## src/rtl/pattern_gen_pkg.sv

```systemverilog
// pattern_gen_pkg: shared mode and state encodings for the pattern generator
package pattern_gen_pkg;
  localparam logic [1:0] MODE_INC   = 2'd0;
  localparam logic [1:0] MODE_DEC   = 2'd1;
  localparam logic [1:0] MODE_CONST = 2'd2;
  localparam logic [1:0] MODE_LFSR  = 2'd3;
  typedef enum logic [1:0] {ST_IDLE, ST_RUN, ST_DONE} state_t;
endpackage

```

## src/rtl/pattern_gen_next.sv

```systemverilog
// pattern_gen_next: next-word arithmetic (inc/dec/const/Galois LFSR) modulo 2^WIDTH
module pattern_gen_next
  import pattern_gen_pkg::*;
#(
  parameter int               WIDTH = 8,
  parameter logic [WIDTH-1:0] POLY  = 8'hB8
) (
  input  logic [1:0]       mode,
  input  logic [WIDTH-1:0] d,
  input  logic [WIDTH-1:0] step,
  output logic [WIDTH-1:0] nxt
);
  always_comb
    nxt = mode == MODE_INC   ? d + step :
          mode == MODE_DEC   ? d - step :
          mode == MODE_CONST ? d :
          d[0]               ? (d >> 1) ^ POLY : d >> 1;
endmodule

```

## src/rtl/pattern_gen.sv

```systemverilog
// pattern_gen: multi-mode burst/continuous test-pattern source with valid/ready output
module pattern_gen
  import pattern_gen_pkg::*;
#(
  parameter int               WIDTH = 8,
  parameter int               LEN_W = 16,
  parameter logic [WIDTH-1:0] POLY  = 8'hB8
) (
  input  logic             clk,
  input  logic             rst,
  input  logic             start,
  input  logic             stop,
  input  logic [1:0]       mode,
  input  logic [WIDTH-1:0] seed,
  input  logic [WIDTH-1:0] step,
  input  logic [LEN_W-1:0] burst_len,
  output logic [WIDTH-1:0] data_out,
  output logic             out_valid,
  input  logic             out_ready,
  output logic             last,
  output logic             busy,
  output logic             done
);
  state_t           state;
  logic [1:0]       cfg_mode;
  logic [WIDTH-1:0] cfg_step, nxt;
  logic [LEN_W-1:0] cfg_len, cnt, cnt_n;
  logic             xfer;
  assign xfer  = out_valid && out_ready;
  assign cnt_n = cnt + LEN_W'(1);
  pattern_gen_next #(.WIDTH(WIDTH), .POLY(POLY)) u_next (
    .mode (cfg_mode),
    .d    (data_out),
    .step (cfg_step),
    .nxt  (nxt)
  );
  always_ff @(posedge clk or negedge rst)
    if (!rst) begin
      state     <= ST_IDLE;
      cfg_mode  <= MODE_INC;
      cfg_step  <= '0;
      cfg_len   <= '0;
      cnt       <= '0;
      data_out  <= '0;
      out_valid <= 1'b0;
      last      <= 1'b0;
      busy      <= 1'b0;
      done      <= 1'b0;
    end else
      case (state)
        ST_IDLE:
          if (start) begin
            state     <= ST_RUN;
            cfg_mode  <= mode;
            cfg_step  <= step;
            cfg_len   <= burst_len;
            cnt       <= '0;
            data_out  <= (mode == MODE_LFSR && seed == '0) ? WIDTH'(1) : seed;
            out_valid <= 1'b1;
            last      <= burst_len == LEN_W'(1);
            busy      <= 1'b1;
          end
        ST_RUN: begin
          if (xfer) begin
            cnt      <= cnt_n;
            data_out <= nxt;
            last     <= cfg_len != '0 && cnt_n == cfg_len - LEN_W'(1);
          end
          if ((xfer && last) || stop) begin
            state     <= ST_DONE;
            out_valid <= 1'b0;
            last      <= 1'b0;
            done      <= 1'b1;
          end
        end
        ST_DONE: begin
          state <= ST_IDLE;
          done  <= 1'b0;
          busy  <= 1'b0;
        end
        default: state <= ST_IDLE;
      endcase
endmodule

```

## config.mk

```make
export PLATFORM = sky130hd
export DESIGN_NAME = pattern_gen
export DESIGN_NICKNAME = d
export VERILOG_FILES = /design/src/rtl/pattern_gen_pkg.sv /design/src/rtl/pattern_gen_next.sv /design/src/rtl/pattern_gen.sv
export SDC_FILE = /design/constraint.sdc
export NUM_CORES = 1
export LEC_CHECK = 0
export BUFFER_PORTS_ARGS = -buffer_cell sky130_fd_sc_hd__clkbuf_2
export CORE_AREA = 4 4 94 96
export DETAILED_ROUTE_END_ITERATION = 6
export DIE_AREA = 0 0 98 100
export GPL_ROUTABILITY_DRIVEN = 0
export PLACE_DENSITY = 0.75
export SLEW_MARGIN = 20
export SYNTH_ARGS = -nofsm -noshare
export SYNTH_HDL_FRONTEND = slang
export SYNTH_HIERARCHICAL = 1
export SYNTH_SLANG_ARGS = --single-unit
```

## constraint.sdc

```tcl
create_clock -name clk -period 2.5 [get_ports clk]
set_clock_uncertainty 0.05 [all_clocks]
set_input_delay 0.25 -clock clk [delete_from_list [all_inputs] [get_ports clk]]
set_output_delay 0.25 -clock clk [all_outputs]
set_load 0.01 [all_outputs]
```

==> impl_metrics.tcl, run 1 <==
set metrics [dict create \
    overflow 0 \
    routed_wire_length_per_instance_um 16.2 \
    clk_slew_on_worst_s_h_paths_ns 0.10 \
    syn_nets 507 \
    dominantRegCellSynth "sky130_fd_sc_hd__dfrtp_1" \
    critical_path.endpoint_type "flip-flop" \
    detail-route-antenna-nets 0 \
    min-delay-start "burst_len[1]" \
    synth_seq_area_share_pct 34.0 \
    path_depth_of_the_worst_reg2reg_path 8 \
    data_arrival_critical_path_ns 2.71 \
    io_buffer_count 50 \
    post_synth_main_area_contributors "sky130_fd_sc_hd__dfrtp_1 (34%), sky130_fd_sc_hd__xnor2_1 (7.0%), sky130_fd_sc_hd__mux2_2 (6.8%)" \
    antenna_cells 0 \
    dpl_ws_ns -0.0390 \
    proportion_of_register_bits_with_asynchronous_set_or_reset_after_synthesis_pct 100 \
    setup-violations-final 1 \
    initial_utilization_pct 51.2 \
    syn_avg_cell_area_um2 9.20 \
    clockPowerShare_pct 9.7 \
    rr_startpoint "cfg_len[1]" \
    drv.max_cap_violation_count 0 \
    final.period_utilization_pct 101 \
    dp.cells 616 \
    antenna_found_initial 0 \
    largest_net_degree_at_the_start_of_global_routing 25 \
    die_area_mm2 0.00980 \
    power_density_mw_per_mm2 1280 \
    path_cells "buf_4, nor4_4, nand3b_2, xnor2_1, xnor2_1, or4_1, or4_4, o21ai_2" \
    floorplan.die.height_um 100 \
    pin_count 51 \
    drtIter0Drc 272 \
    synthesis.area_mm2 0.00412 \
    cellInternalPower_mw 3.44 \
    area.growth.synth_to_final_pct 17.9 \
    track_usage_pct 20.9 \
    synth_top_area_share_pct 34.0 \
    worst-path-buf-inv 1 \
    yosys_warnings 6 \
    min_path_cells 3 \
    worstSetupStartpoint "cfg_len[1]" \
    rr_endpoint "last" \
    post_layout_nonfiller_instances 627 \
    dp_hpwl_um 7810 \
    relSlewSlack_pct 54.9 \
    crit_path_max_incr_delay_ns 0.51 \
    ctsLongestPathBuffers 2 \
    ff2ff_setup_slack_ns -0.01 \
    yosys.area.top_type "sky130_fd_sc_hd__dfrtp_1" \
    vias_in_the_first_global_route 3509 \
    cts_num_sinks 56 \
    crit_fanout 4 \
    placementRows 33 \
    synthDistinctLibCells 69 \
    num_vias 3634 \
    criticalPathCategory "reg -> reg" \
    firstDrtPassIters 5 \
    synth.ff_latch_count 56 \
    finalHoldViolCount 0 \
    clock_tree_from_tritoncts "built" \
    p_leak_nw 2.13 \
    timing.final.ws_setup_ns -0.0138 \
    drive_gt1_share_pct 28.7 \
    worst_slew_pin_slew_ns 0.676 \
    critical_path_required_ns 2.70 \
    worst_hold_path_type "in -> reg" \
    netlist_top_cells_count "sky130_fd_sc_hd__dfrtp_1 (56), sky130_fd_sc_hd__nand2_1 (46), sky130_fd_sc_hd__o21ai_0 (40), sky130_fd_sc_hd__xnor2_1 (33), sky130_fd_sc_hd__nor2_1 (30)" \
    most_common_cell_in_the_synthesized_netlist "sky130_fd_sc_hd__dfrtp_1" \
    synth_enable_flop_cells 0 \
    core-area_mm2 0.00805 \
    fp.dieW_um 98 \
    share_comb_of_total_power_pct 62.9 \
    finalMaxSlewViolations 0 \
    cts-buffers-inserted 5 \
    grt_first_pass_wirelength_um 16900 \
    h-tree-depth 2 \
    totalPowerFinal_mw 6.23 \
    irDropWorstVdd_uv 657 \
    failing_checks "negative setup slack" \
    fin_nets 580 \
    worstSkewPairLatency_ns 0.31 \
    cp_slowest_cell "sky130_fd_sc_hd__or4_1" \
    achievable-frequency_mhz 398 \
    total_switching_power_mw 2.80 \
    status "finished, violations left" \
    grt_setup_unrepaired "yes" \
    finalWirelength_um 10200 \
    timing.critical_path.max_delay_family "simple AND/OR/NAND/NOR gates" \
    swShare_pct 44.9 \
    gate_count_post_synth 448 \
    cp_common_cell "sky130_fd_sc_hd__xnor2_1" \
    timing.critical_path.from_type "flip-flop" \
    min_clock_period_post_route_ns 2.51 \
    holdPathEnd "cfg_len[1]" \
    drc 0 \
    post_drt_via_cell_ratio 5.80 \
    share_seq_of_total_power_pct 27.4 \
    clock-root-buffer "sky130_fd_sc_hd__clkbuf_8" \
]
final cells by class:
class / instances / area, um2
Clock buffer: 6 / 72.6
Clock inverter: 2 / 35.0
Fill cell: 691 / 3190
Inverter: 22 / 82.6
Multi-Input combinational cell: 348 / 2600
Sequential cell: 56 / 1400
Tap cell: 105 / 131
Timing Repair Buffer: 88 / 538
logic make-up (layout without fill, tap and decap cells):
group,count (synthesis),after routing,share of synthesized area (%)
multiplexers,36,36,9.51
buffers and inverters,44,118,4.34
XOR/XNOR,47,47,10.7
AND/OR/NAND/NOR,152,152,20.2
AO/OA/AOI/OAI,93,93,14.8
flip-flops,56,56,34.0
adder cells (fa/ha/maj),20,20,6.44
worst reg2reg max path: cells and delay by family, from the launching register on:
kind / cells / cell delay (ns)
xor gates and xnor gates: 2 / 0.29
buffers and inverters: 1 / 0.15
and+or+nand+nor: 4 / 1.43
DFF: 1 / 0.41
AOI/OAI and AO/OA: 1 / 0.11
power groups by stage:
stage          registers [mW]  clock network, mW  logic, mW
6_report                 1.71              0.603       3.92
5_1_grt                  1.77              0.651       4.31
4_1_cts                  1.71              0.616       3.79
3_5_place_dp             1.73                  0       3.74
3_3_place_gp             1.69                  0       3.64
2_1_floorplan            1.64                  0       2.74
state kept, by name, indices dropped and copies added, names as in the netlist:
| register | count |
|---|---|
| data_out | 8 |
| cfg_mode | 2 |
| cnt | 16 |
| cfg_step | 8 |
| state | 2 |
| busy | 1 |
| cfg_len | 16 |
| done | 1 |
| out_valid | 1 |
| last | 1 |
metrics by stage:
stage	hold slack [ns]	setup TNS (ns)	instance area, um2	util, %
2_1_floorplan	-0.0956	0	4130	-
3_3_place_gp	0.196	0	4680	58.1
3_5_place_dp	0.204	-0.0390	4680	58.1
4_1_cts	0.101	-0.0273	4810	59.8
5_1_grt	0.0997	-0.153	4860	60.3
6_report	0.111	-0.0138	4860	60.3
timing repair:
action | in CTS | in global routing
hold buffers | 1 | 0
hold endpoints to repair | 18 | 0
pin swaps | 1 | 3
endpoints found under the setup margin | 2 | 3
resized for setup | 2 | 13
buffers inserted | 2 | 0
cells in the final DEF, fill, tap and decap left out, drive strengths merged, types with 4 or more instances in the layout:
| master | n |
|---|---|
| nand2 | 47 |
| mux2i | 11 |
| a21oi | 14 |
| nand2b | 4 |
| nor2 | 30 |
| ha | 18 |
| nand4 | 4 |
| nor2b | 7 |
| nand3 | 15 |
| or4 | 5 |
| clkbuf | 56 |
| nor3 | 4 |
| xor2 | 11 |
| mux2 | 25 |
| nor4 | 10 |
| a22oi | 4 |
| nand3b | 4 |
| dfrtp | 56 |
| xnor2 | 35 |
| inv | 22 |
| o21ai | 41 |
| and2 | 4 |
| o31ai | 6 |
| buf | 37 |
worst max path at each step:
stage | endpoint | slack (ns) | cells past startpoint
after floorplan | last | 0.03 | 9
after global placement | data_out[6] | 0.08 | 10
after detailed placement | last | -0.04 | 9
after CTS | last | -0.03 | 9
after global routing | last | -0.10 | 8
final | last | -0.01 | 8
metal layers:
layer	GRT usage, %	vias to the layer above	share of wire, %
li1	-	1734	-
met1	29.5	1768	44
met3	3.06	13	6.2
met2	34.1	119	48
met5	0	-	0
met4	5.32	0	1.1
Power figures use the tool's default switching activity.
==> run 2: changes to the inputs <==
BUFFER_PORTS_ARGS = not set   (was -buffer_cell sky130_fd_sc_hd__clkbuf_2)
CORE_AREA = 4 4 91 93   (was 4 4 94 96)
DIE_AREA = 0 0 95 97   (was 0 0 98 100)
DONT_BUFFER_PORTS = 1   (was not set)
PLACE_DENSITY = 0.73   (was 0.75)
==> impl_metrics.tcl, run 2 (same netlist as run 1, synthesis figures left out) <==
set metrics [dict create \
    largest_net_degree_at_the_start_of_global_routing 57 \
    h-tree-depth 2 \
    post_layout_nonfiller_instances 579 \
    worst_hold_path_type "in -> reg" \
    min-delay-start "burst_len[1]" \
    irDropWorstVdd_uv 845 \
    relSlewSlack_pct 56.2 \
    dpl_ws_ns -0.0203 \
    cellInternalPower_mw 3.36 \
    p_leak_nw 1.98 \
    min_clock_period_post_route_ns 2.53 \
    ctsLongestPathBuffers 2 \
    ff2ff_setup_slack_ns -0.03 \
    drtIter0Drc 260 \
    placementRows 32 \
    timing.critical_path.from_type "flip-flop" \
    path_depth_of_the_worst_reg2reg_path 9 \
    clk_slew_on_worst_s_h_paths_ns 0.11 \
    finalHoldViolCount 0 \
    clock-root-buffer "sky130_fd_sc_hd__clkbuf_8" \
    rr_startpoint "cfg_len[1]" \
    dp_hpwl_um 7560 \
    routed_wire_length_per_instance_um 17.7 \
    share_seq_of_total_power_pct 27.1 \
    data_arrival_critical_path_ns 2.72 \
    pin_count 51 \
    firstDrtPassIters 7 \
    layout.cells.most_common_list "sky130_fd_sc_hd__dfrtp_1 (56), sky130_fd_sc_hd__nand2_1 (46), sky130_fd_sc_hd__o21ai_0 (38), sky130_fd_sc_hd__buf_4 (38), sky130_fd_sc_hd__xnor2_1 (31)" \
    vias_in_the_first_global_route 3343 \
    worstSkewPairLatency_ns 0.32 \
    cts_num_sinks 56 \
    total_switching_power_mw 2.81 \
    grt_setup_unrepaired "yes" \
    failing_checks "negative setup slack" \
    power_density_mw_per_mm2 1310 \
    clock_tree_from_tritoncts "built" \
    drc 0 \
    most_common_library_cell_in_the_layout_ignoring_fill_and_taps "sky130_fd_sc_hd__dfrtp_1" \
    post_drt_via_cell_ratio 6.02 \
    core-area_mm2 0.00753 \
    cts-buffers-inserted 5 \
    dp.cells 566 \
    io_buffer_count 0 \
    finalMaxSlewViolations 0 \
    grt_first_pass_wirelength_um 16900 \
    reg_top3 "cfg_len x16, cnt x16" \
    critical_path.endpoint_type "flip-flop" \
    worst_slew_pin_slew_ns 0.649 \
    die_area_mm2 0.00922 \
    criticalPathCategory "reg -> reg" \
    finalWirelength_um 10300 \
    timing.final.ws_setup_ns -0.0265 \
    clockPowerShare_pct 8.7 \
    overflow 0 \
    setup-violations-final 1 \
    crit_end "last" \
    totalPowerFinal_mw 6.17 \
    fin_nets 535 \
    area.growth.synth_to_final_pct 13.9 \
    rr_endpoint "last" \
    final.period_utilization_pct 101 \
    floorplan.die.height_um 97 \
    num_vias 3484 \
    antenna_found_initial 0 \
    fillCellCount 664 \
    achievable-frequency_mhz 396 \
    antenna_cells 0 \
    worstSetupStartpoint "cfg_len[1]" \
    drive_gt1_share_pct 22.0 \
    share_comb_of_total_power_pct 64.2 \
    drv.max_cap_violation_count 0 \
    crit_fanout 3 \
    detail-route-antenna-nets 0 \
    critical_path_required_ns 2.70 \
    status "finished, violations left" \
    track_usage_pct 23.0 \
    fp.dieW_um 95 \
    initial_utilization_pct 54.7 \
    swShare_pct 45.5 \
]
## run 2: power by group through the flow
stage / Combinational, mW / Sequential [mW] / Clock [mW]
after detailed placement: 3.70 / 1.68 / 0
after CTS: 3.83 / 1.66 / 0.550
after global placement: 3.61 / 1.66 / 0
final: 3.96 / 1.67 / 0.539
after global routing: 4.34 / 1.73 / 0.585
after floorplan: 2.74 / 1.64 / 0
## run 2: worst min-delay path by stage
stage | to | cells past startpoint
after floorplan | busy | 0
after global routing | cfg_len[8] | 1
final | cfg_len[1] | 2
after detailed placement | cfg_step[6] | 0
after CTS | cfg_len[8] | 1
after global placement | cfg_step[5] | 0
## run 2: critical path, stage by stage, from the launching register on
cell and delay (ns):
sky130_fd_sc_hd__dfrtp_1 0.42, sky130_fd_sc_hd__buf_6 0.13, sky130_fd_sc_hd__nor4_4 0.25, sky130_fd_sc_hd__buf_4 0.18, sky130_fd_sc_hd__nor2b_4 0.13, sky130_fd_sc_hd__xnor3_1 0.15
sky130_fd_sc_hd__nand3_1 0.07, sky130_fd_sc_hd__or4_1 0.52, sky130_fd_sc_hd__or4_4 0.43, sky130_fd_sc_hd__o21ai_2 0.13
## run 2: final cells by class
type	count	area (um2)	area share, %
Inverter	22	82.6	1.76
Tap cell	102	128	2.72
Clock buffer	7	86.3	1.84
Multi-Input combinational cell	348	2620	55.9
Timing Repair Buffer	43	365	7.78
Clock inverter	1	7.51	0.160
Sequential cell	56	1400	29.9
## run 2: what timing repair did
action	CTS	global route
hold buffers	2	0
setup buffers	2	1
setup endpoints to repair	2	5
resized for setup	9	9
pin swaps	3	5
endpoints found under the hold margin	56	0
## run 2: per-layer routing
metal / vias to the layer above / global-route usage [%] / wire, um
li1: 1639 / - / -
met1: 1705 / 34.9 / 4740
met2: 125 / 33.5 / 4620
met3: 15 / 4.90 / 780
met4: 0 / 5.11 / 124
met5: - / 0 / 0
## run 2: metrics by stage
stage	area, um2	hold slack (ns)	util, %	TNS (ns)
5_1_grt	4690	0.0117	62.4	-0.282
6_report	4690	0.0187	62.4	-0.0265
3_5_place_dp	4450	-0.0937	59.1	-0.0339
3_3_place_gp	4450	-0.0940	59.1	0
2_1_floorplan	4130	-0.0956	-	0
4_1_cts	4630	0.0164	61.5	-0.0164
